<file path="config.mk">
export PLATFORM = sky130hd
export DESIGN_NAME = if_stage
export DESIGN_NICKNAME = d
export VERILOG_FILES = /design/src/rtl/if_stage.sv
export SDC_FILE = /design/constraint.sdc
export NUM_CORES = 1
export LEC_CHECK = 0
export ABC_AREA = 1
export BUFFER_PORTS_ARGS = -buffer_cell sky130_fd_sc_hd__buf_2
export CORE_MARGIN = 3
export CORE_UTILIZATION = 35
export CTS_CLUSTER_DIAMETER = 150
export DETAILED_ROUTE_END_ITERATION = 16
export PLACE_DENSITY = 0.59
export SYNTH_ARGS = -nofsm -noshare
export SYNTH_HDL_FRONTEND = slang
export SYNTH_SLANG_ARGS = --single-unit
</file>
<file path="constraint.sdc">
create_clock -name clk -period 1.7 [get_ports clk]
set_input_delay 0.085 -clock clk [delete_from_list [all_inputs] [get_ports clk]]
set_output_delay 0.085 -clock clk [all_outputs]
set_load 0.05 [all_outputs]
</file>
<file path="src/rtl/if_stage.sv">
// Instruction-fetch stage with IF/ID pipeline register, one-entry skid buffer for
// decode stalls, and redirect handling that drains an outstanding memory request.
module if_stage #(
  parameter logic [31:0] RESET_PC = 32'h0000_0000
) (
  input  logic        clk,
  input  logic        rst,
  input  logic        stall,
  input  logic        redirect,
  input  logic [31:0] redirect_pc,
  output logic        imem_req,
  output logic [31:0] imem_addr,
  input  logic        imem_ack,
  input  logic [31:0] imem_rdata,
  output logic        id_valid,
  output logic [31:0] id_inst,
  output logic [31:0] id_pc,
  output logic [31:0] id_pc_4
);

  typedef enum logic [1:0] {FETCH, HOLD, DRAIN} state_e;

  state_e      state_q, state_d;
  logic [31:0] addr_q, addr_d;
  logic [31:0] redir_q, redir_d;
  logic [31:0] skid_inst_q, skid_inst_d;
  logic [31:0] skid_pc_q, skid_pc_d;
  logic        id_valid_q, id_valid_d;
  logic [31:0] id_inst_q, id_inst_d;
  logic [31:0] id_pc_q, id_pc_d;
  logic [31:0] id_pc_4_q, id_pc_4_d;

  logic [31:0] redir_aligned;
  logic [31:0] addr_inc;

  assign redir_aligned = redirect_pc & 32'hFFFF_FFFC;
  assign addr_inc      = addr_q + 32'd4;

  always_ff @(posedge clk) begin
    if (rst) begin
      state_q     <= FETCH;
      addr_q      <= RESET_PC;
      redir_q     <= '0;
      skid_inst_q <= '0;
      skid_pc_q   <= '0;
      id_valid_q  <= 1'b0;
      id_inst_q   <= '0;
      id_pc_q     <= '0;
      id_pc_4_q   <= '0;
    end else begin
      state_q     <= state_d;
      addr_q      <= addr_d;
      redir_q     <= redir_d;
      skid_inst_q <= skid_inst_d;
      skid_pc_q   <= skid_pc_d;
      id_valid_q  <= id_valid_d;
      id_inst_q   <= id_inst_d;
      id_pc_q     <= id_pc_d;
      id_pc_4_q   <= id_pc_4_d;
    end
  end

  always_comb begin
    state_d = state_q;
    case (state_q)
      FETCH: begin
        if (redirect)
          state_d = imem_ack ? FETCH : DRAIN;
        else if (imem_ack && stall)
          state_d = HOLD;
      end
      HOLD: begin
        if (redirect || !stall)
          state_d = FETCH;
      end
      DRAIN: begin
        if (imem_ack)
          state_d = FETCH;
      end
      default: state_d = FETCH;
    endcase
  end

  // Redirect outranks stall in every state; leaving HOLD implicitly discards the skid.
  always_comb begin
    addr_d      = addr_q;
    redir_d     = redir_q;
    skid_inst_d = skid_inst_q;
    skid_pc_d   = skid_pc_q;
    id_valid_d  = id_valid_q;
    id_inst_d   = id_inst_q;
    id_pc_d     = id_pc_q;
    id_pc_4_d   = id_pc_4_q;
    case (state_q)
      FETCH: begin
        if (redirect) begin
          id_valid_d = 1'b0;
          id_inst_d  = '0;
          if (imem_ack) addr_d  = redir_aligned;
          else          redir_d = redir_aligned;
        end else if (imem_ack) begin
          addr_d = addr_inc;
          if (stall) begin
            skid_inst_d = imem_rdata;
            skid_pc_d   = addr_q;
          end else begin
            id_valid_d = 1'b1;
            id_inst_d  = imem_rdata;
            id_pc_d    = addr_q;
            id_pc_4_d  = addr_inc;
          end
        end else if (!stall) begin
          id_valid_d = 1'b0;
        end
      end
      HOLD: begin
        if (redirect) begin
          id_valid_d = 1'b0;
          id_inst_d  = '0;
          addr_d     = redir_aligned;
        end else if (!stall) begin
          id_valid_d = 1'b1;
          id_inst_d  = skid_inst_q;
          id_pc_d    = skid_pc_q;
          id_pc_4_d  = skid_pc_q + 32'd4;
        end
      end
      DRAIN: begin
        if (redirect) begin
          id_valid_d = 1'b0;
          id_inst_d  = '0;
          redir_d    = redir_aligned;
          if (imem_ack) addr_d = redir_aligned;
        end else if (imem_ack) begin
          addr_d = redir_q;
        end
      end
      default: ;
    endcase
  end

  always_comb begin
    imem_req  = !rst && (state_q != HOLD);
    imem_addr = addr_q;
    id_valid  = id_valid_q;
    id_inst   = id_inst_q;
    id_pc     = id_pc_q;
    id_pc_4   = id_pc_4_q;
  end

endmodule
</file>
# Word-level counts from Yosys, hierarchy flattened

Cells that the tools add are included.

Flip-flop bits (word level): 227
Input port bits: 69
Output and inout port bits: 130
Word-level logic and storage cells: 90

Add/subtract/negate cells: 2
Equality and inequality tests: 20
Mux-type cells: 42
Bitwise logic cells: 1
Reductions and logical operators: 16

Operators with widths:

| kind                  | number |
|---|---|
| $mux 32               | 24 |
| $pmux 32 s2           | 3 |
| $pmux 32 s3           | 2 |
| $add 32x3->32 const B | 2 |
| $ne 2x2->1 const B    | 11 |
| $ne 3x3->1 const B    | 5 |
| $reduce_and 4->1      | 3 |
| $mux 2                | 5 |
| $mux 1                | 6 |
| $pmux 2 s3            | 1 |
| $reduce_and 3->1      | 2 |
| $reduce_and 6->1      | 1 |
| $reduce_and 5->1      | 1 |
| $ne 4x4->1 const B    | 1 |
| $reduce_bool 2->1     | 2 |
| $pmux 1 s3            | 1 |
| $reduce_bool 3->1     | 1 |
| $eq 2x1->1 const B    | 1 |
| $eq 2x2->1 const B    | 1 |
| $logic_and 1x1->1     | 2 |
| $logic_not 1->1       | 2 |
| $logic_not 2->1       | 1 |
| $ne 2x1->1 const B    | 1 |
| $logic_or 1x1->1      | 1 |
| $not 1->1             | 1 |

# Depth between registers and ports, before layout

Word-level depth: 5
Gate-level depth with buffers: 12

# Worst setup path before layout

No wires, ideal clock.

Kind: reg-to-reg
Start point: register addr_q[3] (netlist: imem_addr[3])
End point: register id_pc_4_q[22] (netlist: id_pc_4[22])
Arrival time: 1.903 ns
Data required time: 1.591 ns
Setup slack: -0.312 ns
Stages on the path, launching flop included: 13
Buffers on the path: 0
Period minus slack after synthesis: 2.012 ns
Cells stage by stage: dfxtp_1 > ha_1 > nand2_2 > nor2_4 > nand2_4 > nor2_4 > nand2_1 > nand2_1 > nand2_1 > a21oi_1 > nand2_1 > nand2_1 > inv_1

Longest elaborated chain between the ends: 5

RTL lines:

| item                     | line | text |
|---|---|---|
| start: declaration       | 24   | `logic [31:0] addr_q, addr_d;` |
| start signal: assignment | 52   | `addr_q <= addr_d;` |
| $add 32x3->32            | 37   | `assign addr_inc = addr_q + 32'd4;` |
| $mux 32                  | 103  | `if (stall) begin` |
| $mux 32                  | 101  | `end else if (imem_ack) begin` |
| $mux 32                  | 96   | `if (redirect) begin` |
| $pmux 32 s2              | 94   | `case (state_q)` |
| end signal: assignment   | 59   | `id_pc_4_q <= id_pc_4_d;` |
| end: declaration         | 31   | `logic [31:0] id_pc_4_q, id_pc_4_d;` |

No other way between the ends. The select of a mux whose other input is x is not followed.
A chain may end at the register's enable or synchronous reset.

# Worst setup path in the final report

Start point: register state_q[0]
End point: output imem_req

Longest elaborated chain between the ends: 2

RTL lines:

| item                     | line | text |
|---|---|---|
| start: declaration       | 23   | `state_e state_q, state_d;` |
| start signal: assignment | 51   | `state_q <= state_d;` |
| $ne 2x1->1               | 143  | `imem_req = !rst && (state_q != HOLD);` |
| $logic_and 1x1->1        | 143  |  |
| end: declaration         | 11   | `output logic imem_req,` |

No other way between the ends.

==> results.sh <==
export IMPL_drc=0
export IMPL_place_inst=2400
export IMPL_finalCritPeriodShare=1.028
export IMPL_synth_seq_area_share=0.3854
export IMPL_layout_setup_ws_ns=-0.04841
export IMPL_synthCells=1729
export IMPL_vias_per_cell=5.223
export IMPL_cp_start_kind="flip-flop"
export IMPL_start_util=0.3615
export IMPL_power_internal_mw=12.52
export IMPL_setup_tns_final_ns=-1.375
export IMPL_worst_path_buf_inv=4
export IMPL_hold_viol=0
export IMPL_wl_mm=45.95
export IMPL_dr_total_vias=13340
export IMPL_nets=2176
export IMPL_yosys_mux_area_fraction=0
export IMPL_drive_gt1_frac=0.3019
export IMPL_syn_nets=1804
export IMPL_synth_cell_types=45
export IMPL_design_area_um2=16990
export IMPL_synthFlopType="dfxtp_1"
export IMPL_worstPathArrival_ns=1.66
export IMPL_crit_path_end_kind="output port"
export IMPL_maxCapViolCount=0
export IMPL_seq_power_share=0.310
export IMPL_clock_path_buffers=3
export IMPL_cp_slowest_stage_delay_ns=0.33
export IMPL_cts_sinks=223
export IMPL_min_path_type="primary input to flip-flop"
export IMPL_cp_data_required_time_ns=1.62
export IMPL_slowest_stage="dfxtp_2"
export IMPL_worst_slew_pin_slew_ns=0.8318
export IMPL_worstPathCellList="buf_6, ha_4, buf_6, buf_12, nor2_4, buf_6"
export IMPL_routed_top_layer="met4"
export IMPL_postPlaceCellArea_um2=14010
export IMPL_yosysWarnings=0
export IMPL_routedWlPerCell_um=17.99
export IMPL_fmax_mhz=571.9
export IMPL_path_class="flip-flop to output port"
export IMPL_antenna_found_initial=0
export IMPL_synth_top_family_by_area="simple AND/OR/NAND/NOR gates"
export IMPL_port_buffers=196
export IMPL_die_h_um=187.9
export IMPL_core_area_um2=32040
export IMPL_num_rows=65
export IMPL_critPathMaxFanout=3
export IMPL_multi_input_comb_area_um2=6609
export IMPL_diodes=0
export IMPL_clkPwrFrac=0.281
export IMPL_drt_met1_wl_mm=20.89
export IMPL_power_leakage_nw=7.394
export IMPL_h_tree_depth=1
export IMPL_power_density_nw_per_um2=1226
export IMPL_crit_path_frequent_cell="buf_6"
export IMPL_finClkSkew_ns=0.01609
export IMPL_synthXorXnorAreaFrac=0.02107
export IMPL_rsz0062_at_grt="true"
export IMPL_grt_overflow_total=0
export IMPL_peakVddDrop_mv=0.7062
export IMPL_ys_seq_elements=223
export IMPL_met2_length_mm=19.95
export IMPL_swShare=0.3985
export IMPL_synth_edf_count=0
export IMPL_layout_common_cells="nand2_1, buf_2, o21ai_0"
export IMPL_yosys_area_share_simple=0.2515
export IMPL_firstDrtPassIters=6
export IMPL_slew_violations=0
export IMPL_tritoncts="yes"
export IMPL_grt_max_degree=62
export IMPL_hold_slack_ns=0.03617
export IMPL_die_w_um=187.9
export IMPL_period_needed_ns=1.748
export IMPL_fillCellCount=3086
export IMPL_power_frac_comb=0.408
export IMPL_cts_buffers=26
export IMPL_clkSlewWorstSetupHoldPaths_ns=0.06
export IMPL_synthAdderAreaFrac=0.006482
export IMPL_syn_area_per_cell_um2=6.699
export IMPL_yosysTopAreaCellShare=0.3854
export IMPL_place_hpwl_mm=30.12
export IMPL_violations="negative setup slack"
export IMPL_cts_root_buf="clkbuf_16"
export IMPL_place_gp_congestion=0.9165
export IMPL_die_area_um2=35310
export IMPL_layout_commonest_cell="nand2_1"
export IMPL_grt_use_total=0.2297
export IMPL_fin_cells=2555
export IMPL_relSlewSlack=0.4455
export IMPL_yosysTopAreaCell="dfxtp_1"
export IMPL_drtIter0Drc=1560
export IMPL_grt_pass1_vias=11690
export IMPL_ant_nets=0
export IMPL_clock_latency_ns=0.55
export IMPL_grt_pass1_wl_mm=65.97
export IMPL_async_flop_share=0
export IMPL_p_total_mw=20.82
export IMPL_crit_family="buffers and inverters"
export IMPL_outcome="finished with violations"
export IMPL_synth_compound_area_share=0.2423
export IMPL_setup_violations=52
export IMPL_place_ws_ns=-0.1528
export IMPL_final_util=0.5301
export IMPL_power_switching_mw=8.297
export IMPL_seqCellArea_um2=4522
export IMPL_synth_area_leaders="dfxtp_1, nand2_1, o21ai_0"
export IMPL_syn_cell_area_um2=11580
export IMPL_io_pins=199
export IMPL_layout_area_overhead_vs_synth_pct=46.65
export IMPL_wl_met3_mm=4.024
-- cell families after synthesis --
family / Yosys count
fa+ha+maj: 6
compound gates: 517
simple gates: 702
flops: 223
xor+xnor: 27
buf+inv: 254
-- synth_stat cells, drive strengths merged, types with 2 or more instances --
library cell    n
a211oi          3
nor3           12
o211ai          8
inv           136
a31oi          61
nand4          16
ha              6
xor2           21
nand3          39
a21oi         190
o21ai         237
clkinv          2
nand2         472
clkbuf         50
nor2          148
a221oi          2
xnor2           6
buf            66
nand3b          6
a22o           11
and2            2
dfxtp         223
or2             6
-- worst register-to-register path, delay by kind of cell, from the launching register on --
family                   cells  cell delay (ns)
adder cells (fa/ha/maj)      1             0.14
flip-flops                   1             0.36
buffers and inverters        6             0.80
AO/OA/AOI/OAI                2             0.33
-- final timing paths --
check	from	to	slack (ns)	cells after the start
min reg2reg	id_inst[1]	id_inst[1]	0.45	2
max	state_q[0]	imem_req	-0.05	6
max reg2reg	state_q[1]	redir_q[18]	-0.04	9
min	stall	id_valid	0.04	3
-- state kept, by name, summed over array words and instances (netlist names) --
| signal | flops |
|---|---|
| id_inst | 32 |
| id_pc | 32 |
| imem_addr | 32 |
| skid_inst_q | 32 |
| skid_pc_q | 32 |
| id_pc_4 | 30 |
| redir_q | 30 |
| state_q | 2 |
| id_valid | 1 |
-- what timing repair did --
action                                 4_1_cts  5_1_grt
hold buffers                                62        0
setup buffers                               11       16
cloned                                       5       15
resized for setup                           42      200
pin swaps                                    9       65
endpoints found under the hold margin       97        0
setup endpoints to repair                  130      180
-- routing by layer --
metal  track usage  vias up
met5             0        -
met1        0.3524     6188
met4       0.05281        0
met2        0.3419      616
met3       0.02767       75
li1              -     6465
-- power groups by stage --
stage | combinational [mW] | clock, mW | sequential, mW
after floorplan | 2.96 | 0 | 7.95
after global placement | 6.98 | 0 | 6.50
after detailed placement | 7.01 | 0 | 6.50
after CTS | 7.47 | 5.96 | 6.41
after global routing | 9.01 | 6.15 | 6.54
final | 8.50 | 5.86 | 6.46
-- area by class of cell --
cell class	count	area share
multi-input cells	1252	0.3891
flip-flops and latches	223	0.2662
repair buffers	460	0.2282
clock buffers	37	0.04427
well taps	435	0.03204
inverters	138	0.03168
clock inverters	10	0.008471
Note: power is estimated with default switching activity, not from simulation.
